## src/rtl/status_monitor_if.sv

```systemverilog
// AXI-Stream status channel: one instance per direction, master drives tdata/tvalid.
interface status_monitor_if #(
  parameter int unsigned WIDTH = 24
);
  logic [WIDTH-1:0] tdata;
  logic             tvalid;
  logic             tready;

  modport master (output tdata, output tvalid, input tready);
  modport slave  (input tdata, input tvalid, output tready);
endinterface

```

## src/rtl/status_monitor.sv

```systemverilog
// Status sink: buffers accepted status words in a FIFO drained over AXI-Stream,
// with saturating beat/drop counters and sticky error/overflow flags.
module status_monitor #(
  parameter int unsigned      WIDTH        = 24,
  parameter int unsigned      DEPTH        = 8,
  parameter int unsigned      CNT_W        = 16,
  parameter logic [WIDTH-1:0] ERR_MASK     = '0,
  parameter bit               BACKPRESSURE = 1'b0
) (
  input  logic                    aclk,
  input  logic                    areset,
  status_monitor_if.slave         s_axis_status,
  status_monitor_if.master        m_axis_status,
  input  logic                    clear,
  output logic [$clog2(DEPTH):0]  level,
  output logic [CNT_W-1:0]        beat_count,
  output logic [CNT_W-1:0]        drop_count,
  output logic                    err_sticky,
  output logic                    ovf_sticky
);
  localparam int unsigned PW = $clog2(DEPTH);
  localparam int unsigned LW = PW + 1;

  logic [WIDTH-1:0] mem [DEPTH];
  logic [PW-1:0]    wr_ptr;
  logic [PW-1:0]    rd_ptr;
  logic             full;
  logic             ready;
  logic             push;
  logic             pop;
  logic             drop;
  logic             err_hit;

  // Ready depends only on registered level (and reset), never on the drain side.
  assign ready = BACKPRESSURE ? ~(full | areset) : 1'b1;

  always_comb begin
    full    = (level == LW'(DEPTH));
    push    = s_axis_status.tvalid & ready & ~full;
    pop     = m_axis_status.tvalid & m_axis_status.tready;
    drop    = !BACKPRESSURE & s_axis_status.tvalid & full;
    err_hit = push & (|(s_axis_status.tdata & ERR_MASK));
  end

  assign s_axis_status.tready = ready;
  assign m_axis_status.tdata  = mem[rd_ptr];
  assign m_axis_status.tvalid = (level != '0);

  always_ff @(posedge aclk) begin
    if (areset) begin
      wr_ptr     <= '0;
      rd_ptr     <= '0;
      level      <= '0;
      beat_count <= '0;
      drop_count <= '0;
      err_sticky <= 1'b0;
      ovf_sticky <= 1'b0;
      for (int unsigned i = 0; i < DEPTH; i++) mem[i] <= '0;
    end else begin
      if (push) begin
        mem[wr_ptr] <= s_axis_status.tdata;
        wr_ptr      <= wr_ptr + PW'(1);
      end
      if (pop) rd_ptr <= rd_ptr + PW'(1);

      if (push && !pop)      level <= level + LW'(1);
      else if (!push && pop) level <= level - LW'(1);

      // Clear restarts accumulation from this cycle's events rather than zeroing.
      if (clear) begin
        beat_count <= CNT_W'(push);
        drop_count <= CNT_W'(drop);
        err_sticky <= err_hit;
        ovf_sticky <= drop;
      end else begin
        if (push && beat_count != '1) beat_count <= beat_count + CNT_W'(1);
        if (drop && drop_count != '1) drop_count <= drop_count + CNT_W'(1);
        err_sticky <= err_sticky | err_hit;
        ovf_sticky <= ovf_sticky | drop;
      end
    end
  end
endmodule
```

## src/flat_wrapper.sv

```systemverilog
// flat-port wrapper written by rule: the top's interface ports become plain ports
module status_monitor_flat 
#(
  parameter int unsigned      WIDTH        = 24,
  parameter int unsigned      DEPTH        = 8,
  parameter int unsigned      CNT_W        = 16,
  parameter logic [WIDTH-1:0] ERR_MASK     = '0,
  parameter bit               BACKPRESSURE = 1'b0
)
  (aclk, areset, clear, level, beat_count, drop_count, err_sticky, ovf_sticky, s_axis_status_tdata, s_axis_status_tvalid, s_axis_status_tready, m_axis_status_tdata, m_axis_status_tvalid, m_axis_status_tready);
  status_monitor_if #(.WIDTH(WIDTH)) s_axis_status_i ();
  status_monitor_if #(.WIDTH(WIDTH)) m_axis_status_i ();
  input  logic aclk;
  input  logic areset;
  input  logic clear;
  output logic [$clog2(DEPTH):0] level;
  output logic [CNT_W-1:0] beat_count;
  output logic [CNT_W-1:0] drop_count;
  output logic err_sticky;
  output logic ovf_sticky;
  input wire logic [$bits(s_axis_status_i.tdata)-1:0] s_axis_status_tdata;
  input wire logic [$bits(s_axis_status_i.tvalid)-1:0] s_axis_status_tvalid;
  output wire logic [$bits(s_axis_status_i.tready)-1:0] s_axis_status_tready;
  output wire logic [$bits(m_axis_status_i.tdata)-1:0] m_axis_status_tdata;
  output wire logic [$bits(m_axis_status_i.tvalid)-1:0] m_axis_status_tvalid;
  input wire logic [$bits(m_axis_status_i.tready)-1:0] m_axis_status_tready;
  assign s_axis_status_i.tdata = s_axis_status_tdata;
  assign s_axis_status_i.tvalid = s_axis_status_tvalid;
  assign s_axis_status_tready = s_axis_status_i.tready;
  assign m_axis_status_tdata = m_axis_status_i.tdata;
  assign m_axis_status_tvalid = m_axis_status_i.tvalid;
  assign m_axis_status_i.tready = m_axis_status_tready;
  status_monitor #(.WIDTH(WIDTH), .DEPTH(DEPTH), .CNT_W(CNT_W), .ERR_MASK(ERR_MASK), .BACKPRESSURE(BACKPRESSURE)) u_core (.aclk(aclk), .areset(areset), .s_axis_status(s_axis_status_i), .m_axis_status(m_axis_status_i), .clear(clear), .level(level), .beat_count(beat_count), .drop_count(drop_count), .err_sticky(err_sticky), .ovf_sticky(ovf_sticky));
endmodule
```

## config.mk

```make
export PLATFORM = sky130hd
export DESIGN_NAME = status_monitor_flat
export DESIGN_NICKNAME = d
export VERILOG_FILES = /design/src/rtl/status_monitor_if.sv /design/src/rtl/status_monitor.sv /design/src/flat_wrapper.sv
export SDC_FILE = /design/constraint.sdc
export NUM_CORES = 1
export LEC_CHECK = 0
export CAP_MARGIN = 40
export CORE_MARGIN = 2
export CORE_UTILIZATION = 40
export CTS_CLUSTER_DIAMETER = 30
export CTS_CLUSTER_SIZE = 10
export DETAILED_ROUTE_END_ITERATION = 10
export PLACE_DENSITY_LB_ADDON = 0.25
export SYNTH_ARGS = -nofsm -noshare
export SYNTH_HDL_FRONTEND = slang
export SYNTH_SLANG_ARGS = --single-unit
```

## constraint.sdc

```tcl
create_clock -name aclk -period 10.11 [get_ports aclk]
set_clock_uncertainty 0.2 [all_clocks]
set_input_delay 2.022 -clock aclk [delete_from_list [all_inputs] [get_ports aclk]]
set_output_delay 2.022 -clock aclk [all_outputs]
set_load 0.01 [all_outputs]
```

=== Word level (Yosys, flattened, before mapping) ===
Memory sizes are Yosys's and may differ from the RTL's. A register that Yosys moved wholly into a read port is not among the register bits.
Index checks and enable logic that the tools add are counted.

* Flip-flop bits (word level): 43
* Bits in writable memories: 192
* Input port bits: 29
* Output and inout port bits: 64
* Word-level logic and storage cells: 52
* Memories: 1

* Add/sub/neg operators: 6
* Equality and inequality tests: 3
* Mux-type cells: 17
* Bitwise gates (word level): 5
* Reduce and logical (&&, ||, !) cells: 12

{| class="wikitable"
|+ Memories
! memory !! words !! width !! rd ports !! clocked after memory_dff !! write ports !! line !! source
|-
| u_core.mem || 8 || 24 || 1 || 1 || 8 || status_monitor.sv:24 || <nowiki>logic [WIDTH-1:0] mem [DEPTH];</nowiki>
|}

{| class="wikitable"
|+ Operator list
! operator !! count
|-
| adder 16 x 1 -> 16 bit (second input constant) || 2
|-
| inequality test 16 bit (second input constant) || 2
|-
| 2-to-1 mux 24 bit || 1
|-
| OR reduction 24 bit || 1
|-
| 2-to-1 mux 1 bit || 11
|-
| 2-to-1 mux 3 bit || 3
|-
| 2-to-1 mux 4 bit || 2
|-
| adder 3 x 1 -> 3 bit (second input constant) || 2
|-
| nonzero test 2 bit || 3
|-
| adder 4 x 1 -> 4 bit (second input constant) || 1
|-
| == test 4 bit (second input constant) || 1
|-
| logical AND 1 bit || 4
|-
| nonzero test 4 bit || 1
|-
| subtractor 4 x 1 -> 4 bit (second input constant) || 1
|-
| bitwise AND 1 bit || 3
|-
| zero test 1 bit || 2
|-
| OR reduction 2 bit || 1
|-
| inverter 1 bit || 1
|-
| bitwise OR 1 bit || 1
|}

=== Logic depth before layout (Yosys ltp) ===
Gate-level depths: netlist (run 1).

* Depth after elaboration: 8
* Mapped depth: 12
* Depth with buffers taken out: 10

=== Least setup slack after synthesis (run 1) ===
OpenSTA, ideal clock, no wires.

* Path type: input-to-reg
* Start point: in s_axis_status_tvalid
* End point: reg u_core.level[3]
* Setup time: 0.121 ns
* Data arrival time: 3.901 ns
* Data required time: 9.789 ns
* Path slack: 5.888 ns
* Stages on the path: 10
* Path buffers: 1
* Path through: nand2_1 > buf_2 > inv_1 > ha_1 > inv_1 > ha_1 > a21o_1 > a21oi_1 > mux2i_1 > mux2_2

* Cells in the longest elaborated chain, start to end: 4
* Elaborated cells on any way between the ends: 6
* Classes of those cells: 1 x mux; 1 x bitwise; 4 x reduce/logical

{| class="wikitable"
|+ RTL lines
! what !! line !! source
|-
| start, declared || flat_wrapper.sv:22 || <nowiki>input wire logic [$bits(s_axis_status_i.tvalid)-1:0] s_axis_status_tvalid;</nowiki>
|-
| bitwise AND 1 bit (*) || status_monitor.sv:39 || <nowiki>push = s_axis_status.tvalid & ready & ~full;</nowiki>
|-
| named net u_core.push || status_monitor.sv:29 || <nowiki>logic push;</nowiki>
|-
| zero test 1 bit || status_monitor.sv:67 || <nowiki>else if (!push && pop) level <= level - LW'(1);</nowiki>
|-
| logical AND 1 bit || status_monitor.sv:67 ||
|-
| nonzero test 2 bit (no line) || n/a ||
|-
| end signal, assigned || status_monitor.sv:66 || <nowiki>if (push && !pop) level <= level + LW'(1);</nowiki>
|-
| end signal, assigned || status_monitor.sv:67 ||
|-
| end, declared || status_monitor.sv:15 || <nowiki>output logic [$clog2(DEPTH):0] level,</nowiki>
|}

Mark *: on every way through the listed nets, which the timed path passes. The rest lies on a longest branch.
A chain may end at the register's enable or synchronous reset.

==> results.yml, run 1 <==
final_layout:
  final_common_cell: "and2_1"
  nNetsFinal: 935
  area_delta_synth_final_pct: 27.8
  antenna_cells: 0
  drive_gt1_share_pct: 20.4
  layout_common_cells: "193 x and2_1, 192 x edfxtp_1, 90 x clkdlybuf4s50_1"
  fin_util_pct: 52.1
  fin_area_sq_um: 14100
  fillers: 2262
clock_network:
  clk_pin_slew_ns: 0.04
  clock-sinks: 238
  clk_latency_ns: 0.54
  htreeDepth: 2
  cts_resized: 0
  postCtsSetupRepairBufs: 0
  root_buffer: "clkbuf_16"
  cts_tree: "done"
  ctsHoldBuffers: 0
  cts_max_path_buffers: 3
  cts_buffers: 50
timing:
  rsz0062_at_grt: "no"
  relSlewSlack_pct: 46.1
  holdWs_ns: 0.283
  fmax_mhz: 198
  finalCritPeriodShare_pct: 49.8
  hold_viol: 0
  setup_viol: 0
  drv_slew: 0
  worst_pin_slew_ns: 0.808
  setup_tns_ns: 0
  period_minus_slack_ns: 5.04
  worst_slack_ns: 5.07
detailed_routing:
  routed-via-count: 6798
  antenna_left: 0
  wl_um: 25000
  wl_met2_um: 12400
  firstDrtPassIters: 5
  remaining_drc_errors: 0
  wl_met3_um: 1430
  topRoutingLayerUsed: "met4"
  met1_length_um: 10800
  drt_iter0_drc: 504
  wl_per_cell_um: 19.6
  vias_per_cell: 5.31
setup_path:
  end_kind: "output port"
  arrival_ns: 2.82
  cp-start-kind: "register"
  reg2reg_slack_ns: 6.28
  critPathRequiredTime_ns: 7.89
  worstSetupPathType: "reg -> out"
  reg2reg_depth: 10
  path_max_fanout: 27
place:
  place_congestion: 0.803
  dp_hpwl_um: 14100
  place_area_sq_um: 12300
  pre_cts_slack_ns: 4.66
  io_buffer_count: 90
synthesis:
  synth_area_sq_um: 11000
  synth_top_area_share_pct: 52.3
  syn_avg_cell_area_sq_um: 14.0
  ys_ff_latch: 238
  synthArstFlopShare_pct: 0
  yosysSeqAreaShare_pct: 60.7
  synth-edff-count: 192
  yosys-top-cells-area: "edfxtp_1 52%, and2_1 11%, mux4_2 9.8%"
  synthFlopType: "edfxtp_1"
  synth_nets: 826
  synth_cell_types: 50
  ys_warn_count: 0
  synth_area_leader_cell: "edfxtp_1"
  syn_inst: 789
power_and_ir_drop:
  power.density_nw_per_um2: 248
  intPower_mw: 2.64
  vdd_drop_max_v: 0.000123
  leakage_nw: 4.99
  p_seq_share_pct: 34.2
  switchingPower_mw: 0.855
  share_comb_of_total_power_pct: 17.7
  p_sw_share_pct: 24.5
  clockPowerShare_pct: 48.1
min_path:
  holdCritPathClass: "reg -> reg"
  holdPathStages: 2
floorplanning:
  dieArea_sq_um: 28900
  start_util_pct: 40.8
  fp.dieW_um: 170
  die_h_um: 170
  num_io_pins: 93
  core_sq_um: 27000
  num_rows: 60
grt:
  groute.usage.overall_pct: 17.7
  grt_pass1_wl_um: 39300
  antenna_found_initial: 0
  grt-ovfl-total: 0
  grt_max_degree: 49
  grt_pass1_vias: 7131
run_status:
  status: "finished, final reports clean"
job:
  maxCapViolations: 0
[flip-flops by register name, summed over array words and instances, names as in the netlist, named ones only]
name and cells:
u_core.ovf_sticky 1, u_core.wr_ptr 3, u_core.mem 192, u_core.drop_count 16, u_core.beat_count 16, u_core.level 4, u_core.rd_ptr 3
[power groups by stage]
| stage | clock network, mW | registers, mW | logic, mW |
|---|---|---|---|
| finish | 1.68 | 1.20 | 0.618 |
| CTS | 1.70 | 1.20 | 0.632 |
| floorplan | 0 | 1.18 | 0.410 |
| global placement | 0 | 1.25 | 0.584 |
| global route | 1.76 | 1.21 | 0.673 |
| detailed placement | 0 | 1.22 | 0.627 |
[per-layer routing]
layer | track usage, % | vias up
li1 | - | 3193
met1 | 22.6 | 3381
met2 | 30.2 | 188
met3 | 4.14 | 36
met4 | 5.28 | 0
met5 | 0 | -
[cell usage after synthesis (all sizes together), types with 3 or more instances]
master / number
inv: 6
clkbuf: 36
and3: 3
o31ai: 9
nand2b: 3
nand3: 13
a31oi: 3
mux2: 25
or4: 11
buf: 11
nor2b: 3
or3: 16
ha: 7
nor3: 6
a21oi: 18
nor2: 21
xor2: 3
edfxtp: 192
xnor2: 3
nor4: 6
mux2i: 17
mux4: 48
and4: 7
or2: 9
o21ai: 6
nand2: 31
a211oi: 5
and2: 193
dfxtp: 46
nand4: 12
[per-stage QoR]
stage          instances  power [mW]
2_1_floorplan        789        1.59
3_3_place_gp        1185        1.83
3_5_place_dp        1187        1.85
4_1_cts             1280        3.54
5_1_grt             1280        3.64
6_report            1280        3.50
[critical path, cell delays in order (launching register included)]
cell and delay, ns:
dfxtp_4 0.65, buf_16 0.30, mux4_2 0.53, mux2_2 0.31, clkdlybuf4s50_1 0.49
[final timing paths]
check,startpoint,end
max,register,m_axis_status_tdata[1]
min,u_core.ovf_sticky,u_core.ovf_sticky
max reg2reg,u_core.level[0],u_core.level[3]
min reg2reg,u_core.ovf_sticky,u_core.ovf_sticky
[area by class of cell]
type,instances,area (sq um),share of cell area (%)
clock buffers,59,1330,9.42
repair buffers,104,1030,7.31
multi-input cells,498,4160,29.5
flip-flops and latches,238,6690,47.5
inverters,6,22.5,0.160
clock inverters,34,440,3.13
well taps,341,427,3.03
[cells by family after synthesis]
| kind of cell | synth area share, % |
|---|---|
| AOI/OAI and AO/OA | 3.54 |
| xor gates and xnor gates | 0.477 |
| adders and majority gates | 0.976 |
| buffers and inverters | 1.93 |
| DFF | 60.7 |
| muxes | 13.9 |
| other | 0.0681 |
| and+or+nand+nor | 18.5 |
Power figures use the tool's default switching activity.
==> run 2, diff against run 1 <==
==> constraint.sdc (replaced) <==
create_clock -name aclk -period 4.9 [get_ports aclk]
set_clock_uncertainty 0.2 [all_clocks]
set_input_delay 0.98 -clock aclk [delete_from_list [all_inputs] [get_ports aclk]]
set_output_delay 0.98 -clock aclk [all_outputs]
set_load 0.01 [all_outputs]
==> run 2 against run 1 <==
Compared with the run above:
- non-clock buffer count is 4 higher
- hold slack better by 0.015 ns
- largest power group unchanged
- highest routed layer unchanged
- clock power increased by 110%
- sequential share of layout area is 0.050 points lower
- total power increased by 110%
- flip-flop and latch count stayed put
==> results.yml, run 2 (synthesis gave the netlist of run 1 again) <==
timing:
  hold_viol: 0
  setup_tns_ns: 0
  worst_pin_slew_ns: 0.835
  rsz0062_at_grt: "no"
  drv_slew: 0
  finalCritPeriodShare_pct: 81.9
  period_minus_slack_ns: 4.01
  fmax_mhz: 249
  setup_viol: 0
  worst_slack_ns: 0.888
  relSlewSlack_pct: 44.3
setup_path:
  arrival_ns: 2.83
  end_kind: "output port"
  cp-start-kind: "register"
  critPathRequiredTime_ns: 3.72
  reg2reg_depth: 10
  worstSetupPathType: "reg -> out"
  path_max_fanout: 29
  reg2reg_slack_ns: 1.59
clock_network:
  clock-sinks: 238
  postCtsSetupRepairBufs: 0
  root_buffer: "clkbuf_16"
  clk_latency_ns: 0.54
  cts_buffers: 52
  ctsHoldBuffers: 0
  htreeDepth: 2
  cts_resized: 0
  clk_pin_slew_ns: 0.05
  cts_tree: "done"
  cts_max_path_buffers: 3
grt:
  antenna_found_initial: 0
  groute.usage.overall_pct: 17.8
  grt_pass1_wl_um: 39600
  grt_pass1_vias: 7135
  grt_max_degree: 30
  grt-ovfl-total: 0
place:
  place_congestion: 0.790
  pre_cts_slack_ns: 1.16
  dp_hpwl_um: 14400
  io_buffer_count: 90
detailed_routing:
  wl_um: 24900
  routed-via-count: 6815
  firstDrtPassIters: 4
  wl_per_cell_um: 19.3
  vias_per_cell: 5.30
  remaining_drc_errors: 0
  drt_iter0_drc: 472
  antenna_left: 0
floorplanning:
  fp.dieW_um: 170
  num_io_pins: 93
  num_rows: 60
  die_h_um: 170
  start_util_pct: 40.8
  core_sq_um: 27000
  dieArea_sq_um: 28900
power_and_ir_drop:
  switchingPower_mw: 1.77
  p_seq_share_pct: 34.4
  power.density_nw_per_um2: 510
  vdd_drop_max_v: 0.000362
  leakage_nw: 5.04
  intPower_mw: 5.43
  clockPowerShare_pct: 48.0
  share_comb_of_total_power_pct: 17.6
  power_mw: 7.20
  p_sw_share_pct: 24.6
final_layout:
  final_common_cell: "and2_1"
  layout_common_cells: "193 x and2_1, 192 x edfxtp_1, 90 x clkdlybuf4s50_1"
  fillers: 2246
  seq_area_sq_um: 6690
  area_delta_synth_final_pct: 28.0
  regMostFlops: "u_core.mem"
  top_regs: "u_core.mem (192), u_core.beat_count (16), u_core.drop_count (16)"
  multiInputGateArea_sq_um: 4160
  largest_reg_flops: 192
  antenna_cells: 0
  drive_gt1_share_pct: 20.5
  nNetsFinal: 941
min_path:
  holdCritPathClass: "reg -> reg"
  holdPathStages: 2
run_status:
  status: "finished, final reports clean"
job:
  maxCapViolations: 0
[run 2: cell count changes in the layout (fill, tap and decap cells not counted), sizes merged]
cell,before,now
inv,6,8
clkinvlp,10,2
clkinv,15,24
bufinv,9,8
buf,14,18
[run 2: power by group through the flow]
stage	sequential (mW)	clock, mW	combinational (mW)
after floorplan	2.44	0	0.846
after global placement	2.51	0	1.28
after detailed placement	2.52	0	1.28
after CTS	2.48	3.50	1.29
after global routing	2.50	3.61	1.37
final	2.48	3.46	1.27
[run 2: worst max-delay path, cell delays in order, from the launching register on]
cell	delay, ns
dfxtp_4	0.62
buf_12	0.31
mux4_2	0.55
mux2_2	0.29
clkdlybuf4s50_1	0.48
[run 2: per-layer routing]
layer	share of wire, %	up-vias	track usage (%)
met5	0	-	0
met4	2.4	0	6.02
met3	4.6	42	3.42
met2	48	181	29.5
met1	44	3385	23.6
li1	-	3207	-
[run 2: cell type report]
cell class	count	area share (%)
clock buffer	59	9.56
clock inverter	36	2.92
inverter	6	0.160
multi-input combinational	498	29.5
sequential	238	47.4
tap	341	3.02
timing repair buffer	108	7.46
[run 2: metrics by stage]
stage / util, % / cells / area [sq um] / hold slack [ns]
global placement: 45.6 / 1190 / 12300 / 0.264
CTS: 52.2 / 1286 / 14100 / 0.299
global route: 52.2 / 1286 / 14100 / 0.321
detailed placement: 45.7 / 1191 / 12300 / 0.271
finish: 52.2 / 1286 / 14100 / 0.298
floorplan: - / 789 / 11000 / 0.289
[run 2: path summary, 6_finish.rpt]
kind	startpoint	endpoint
max	register	m_axis_status_tdata[8]
min	u_core.ovf_sticky	u_core.ovf_sticky
max reg2reg	u_core.level[0]	u_core.level[3]
min reg2reg	u_core.ovf_sticky	u_core.ovf_sticky
==> run 3, diff against run 2 <==
==> constraint.sdc (replaced) <==
create_clock -name aclk -period 3.75 [get_ports aclk]
set_clock_uncertainty 0.2 [all_clocks]
set_input_delay 0.75 -clock aclk [delete_from_list [all_inputs] [get_ports aclk]]
set_output_delay 0.75 -clock aclk [all_outputs]
set_load 0.01 [all_outputs]
==> run 3 against run 2 <==
Compared with the run above:
- die area unchanged
- worst setup slack worse by 0.68 ns
- clock power up 32%
- total power up 32%
- first-iteration DRC count down 13%
- wire length down 0.44%
- largest cell class unchanged
==> results.yml, run 3 (synthesis gave the netlist of run 1 again) <==
clock_network:
  clock-sinks: 238
  cts_tree: "done"
  htreeDepth: 2
  cts_max_path_buffers: 3
  cts_buffers: 50
  clk_pin_slew_ns: 0.04
  root_buffer: "clkbuf_16"
  ctsHoldBuffers: 0
  clk_latency_ns: 0.52
power_and_ir_drop:
  intPower_mw: 7.23
  vdd_drop_max_v: 0.000355
  switchingPower_mw: 2.26
  p_seq_share_pct: 33.7
  p_sw_share_pct: 23.8
  power.density_nw_per_um2: 667
  clockPowerShare_pct: 48.0
  leakage_nw: 5.06
  share_comb_of_total_power_pct: 18.3
place:
  place_congestion: 0.774
  dp_hpwl_um: 14600
  pre_cts_slack_ns: 0.397
  place_area_sq_um: 12500
  io_buffer_count: 90
final_layout:
  largest_reg_flops: 192
  nNetsFinal: 945
  antenna_cells: 0
  layout_common_cells: "193 x and2_1, 192 x edfxtp_1, 90 x clkdlybuf4s50_1"
  final_common_cell: "and2_1"
  regMostFlops: "u_core.mem"
  top_regs: "u_core.mem (192), u_core.beat_count (16), u_core.drop_count (16)"
  fin_area_sq_um: 14200
  area_delta_synth_final_pct: 29.0
  fillers: 2233
  drive_gt1_share_pct: 20.5
detailed_routing:
  vias_per_cell: 5.26
  wl_per_cell_um: 19.2
  drt_iter0_drc: 409
  remaining_drc_errors: 0
  antenna_left: 0
  firstDrtPassIters: 5
  routed-via-count: 6776
  wl_um: 24800
timing:
  worst_pin_slew_ns: 0.820
  fmax_mhz: 282
  setup_viol: 0
  hold_viol: 0
  period_minus_slack_ns: 3.55
  drv_slew: 0
  setup_tns_ns: 0
  finalCritPeriodShare_pct: 94.6
  relSlewSlack_pct: 45.3
  rsz0062_at_grt: "no"
  worst_slack_ns: 0.204
grt:
  groute.usage.overall_pct: 17.7
  grt_pass1_wl_um: 39200
  antenna_found_initial: 0
  grt_pass1_vias: 7011
  grt-ovfl-total: 0
  grt_max_degree: 49
setup_path:
  arrival_ns: 2.60
  worstSetupPathType: "reg -> out"
  path_max_fanout: 14
  end_kind: "output port"
  cp-start-kind: "register"
  critPathRequiredTime_ns: 2.80
run_status:
  status: "finished, final reports clean"
floorplanning:
  start_util_pct: 40.8
  die_h_um: 170
  dieArea_sq_um: 28900
  fp.dieW_um: 170
  core_sq_um: 27000
  num_rows: 60
  num_io_pins: 93
job:
  maxCapViolations: 0
min_path:
  holdCritPathClass: "reg -> reg"
run 3: cell count changes in the layout (fill, tap and decap cells not counted):
cell and delta:
clkinvlp_4 +4, buf_4 +1, clkinv_2 -9, clkinv_1 +2, buf_12 +5, clkbuf_1 +1, clkbuf_16 -3, clkinv_4 -2
bufinv_16 +3, clkinv_8 +1, clkbuf_8 +1, inv_16 -1
run 3: power by group through the flow:
stage               Sequential, mW  Clock [mW]  Combinational [mW]
floorplan                     3.18           0                1.10
global placement              3.24           0                1.76
detailed placement            3.25           0                1.76
CTS                           3.20        4.63                1.77
global route                  3.22        4.77                1.89
finish                        3.20        4.56                1.73
run 3: final timing paths:
path	endpoint	depth (start not counted)	startpoint	slack [ns]
max	m_axis_status_tdata[8]	4	register	0.20
min	u_core.ovf_sticky	2	u_core.ovf_sticky	0.28
max reg2reg	u_core.level[3]	10	u_core.level[0]	0.53
min reg2reg	u_core.ovf_sticky	2	u_core.ovf_sticky	0.28
run 3: repair_timing:
action,CTS,global route
setup buffers,0,0
gates resized for setup,0,1
hold endpoints to repair,0,0
setup endpoints to repair,0,1
run 3: final cells by class:
class,instances,area [sq um],share of cell area (%)
sequential,238,6690,47.1
multi-input combinational,498,4160,29.2
tap,341,427,3.00
clock buffer,58,1290,9.08
clock inverter,34,473,3.33
timing repair buffer,114,1160,8.16
inverter,6,22.5,0.158
run 3: per-stage QoR:
stage | power, mW | std cells | util (%) | hold WS (ns)
after global routing | 9.89 | 1289 | 52.6 | 0.309
after detailed placement | 5.01 | 1197 | 46.1 | 0.267
after global placement | 5.00 | 1197 | 46.1 | 0.267
final | 9.49 | 1289 | 52.6 | 0.276
after CTS | 9.60 | 1289 | 52.6 | 0.277
after floorplan | 4.29 | 789 | - | 0.289
run 3: worst max-delay path: stages, from the launching register on:
cell             delay [ns]
dfxtp_4                0.51
buf_12                 0.22
mux4_2                 0.55
mux2_2                 0.29
clkdlybuf4s50_1        0.48
run 3: metal layers:
layer	wire length [um]	track usage, %	vias up
met2	11900	29.0	199
met1	10700	23.4	3318
met5	0	0	-
met3	1460	3.70	42
met4	616	6.28	0
li1	-	-	3217
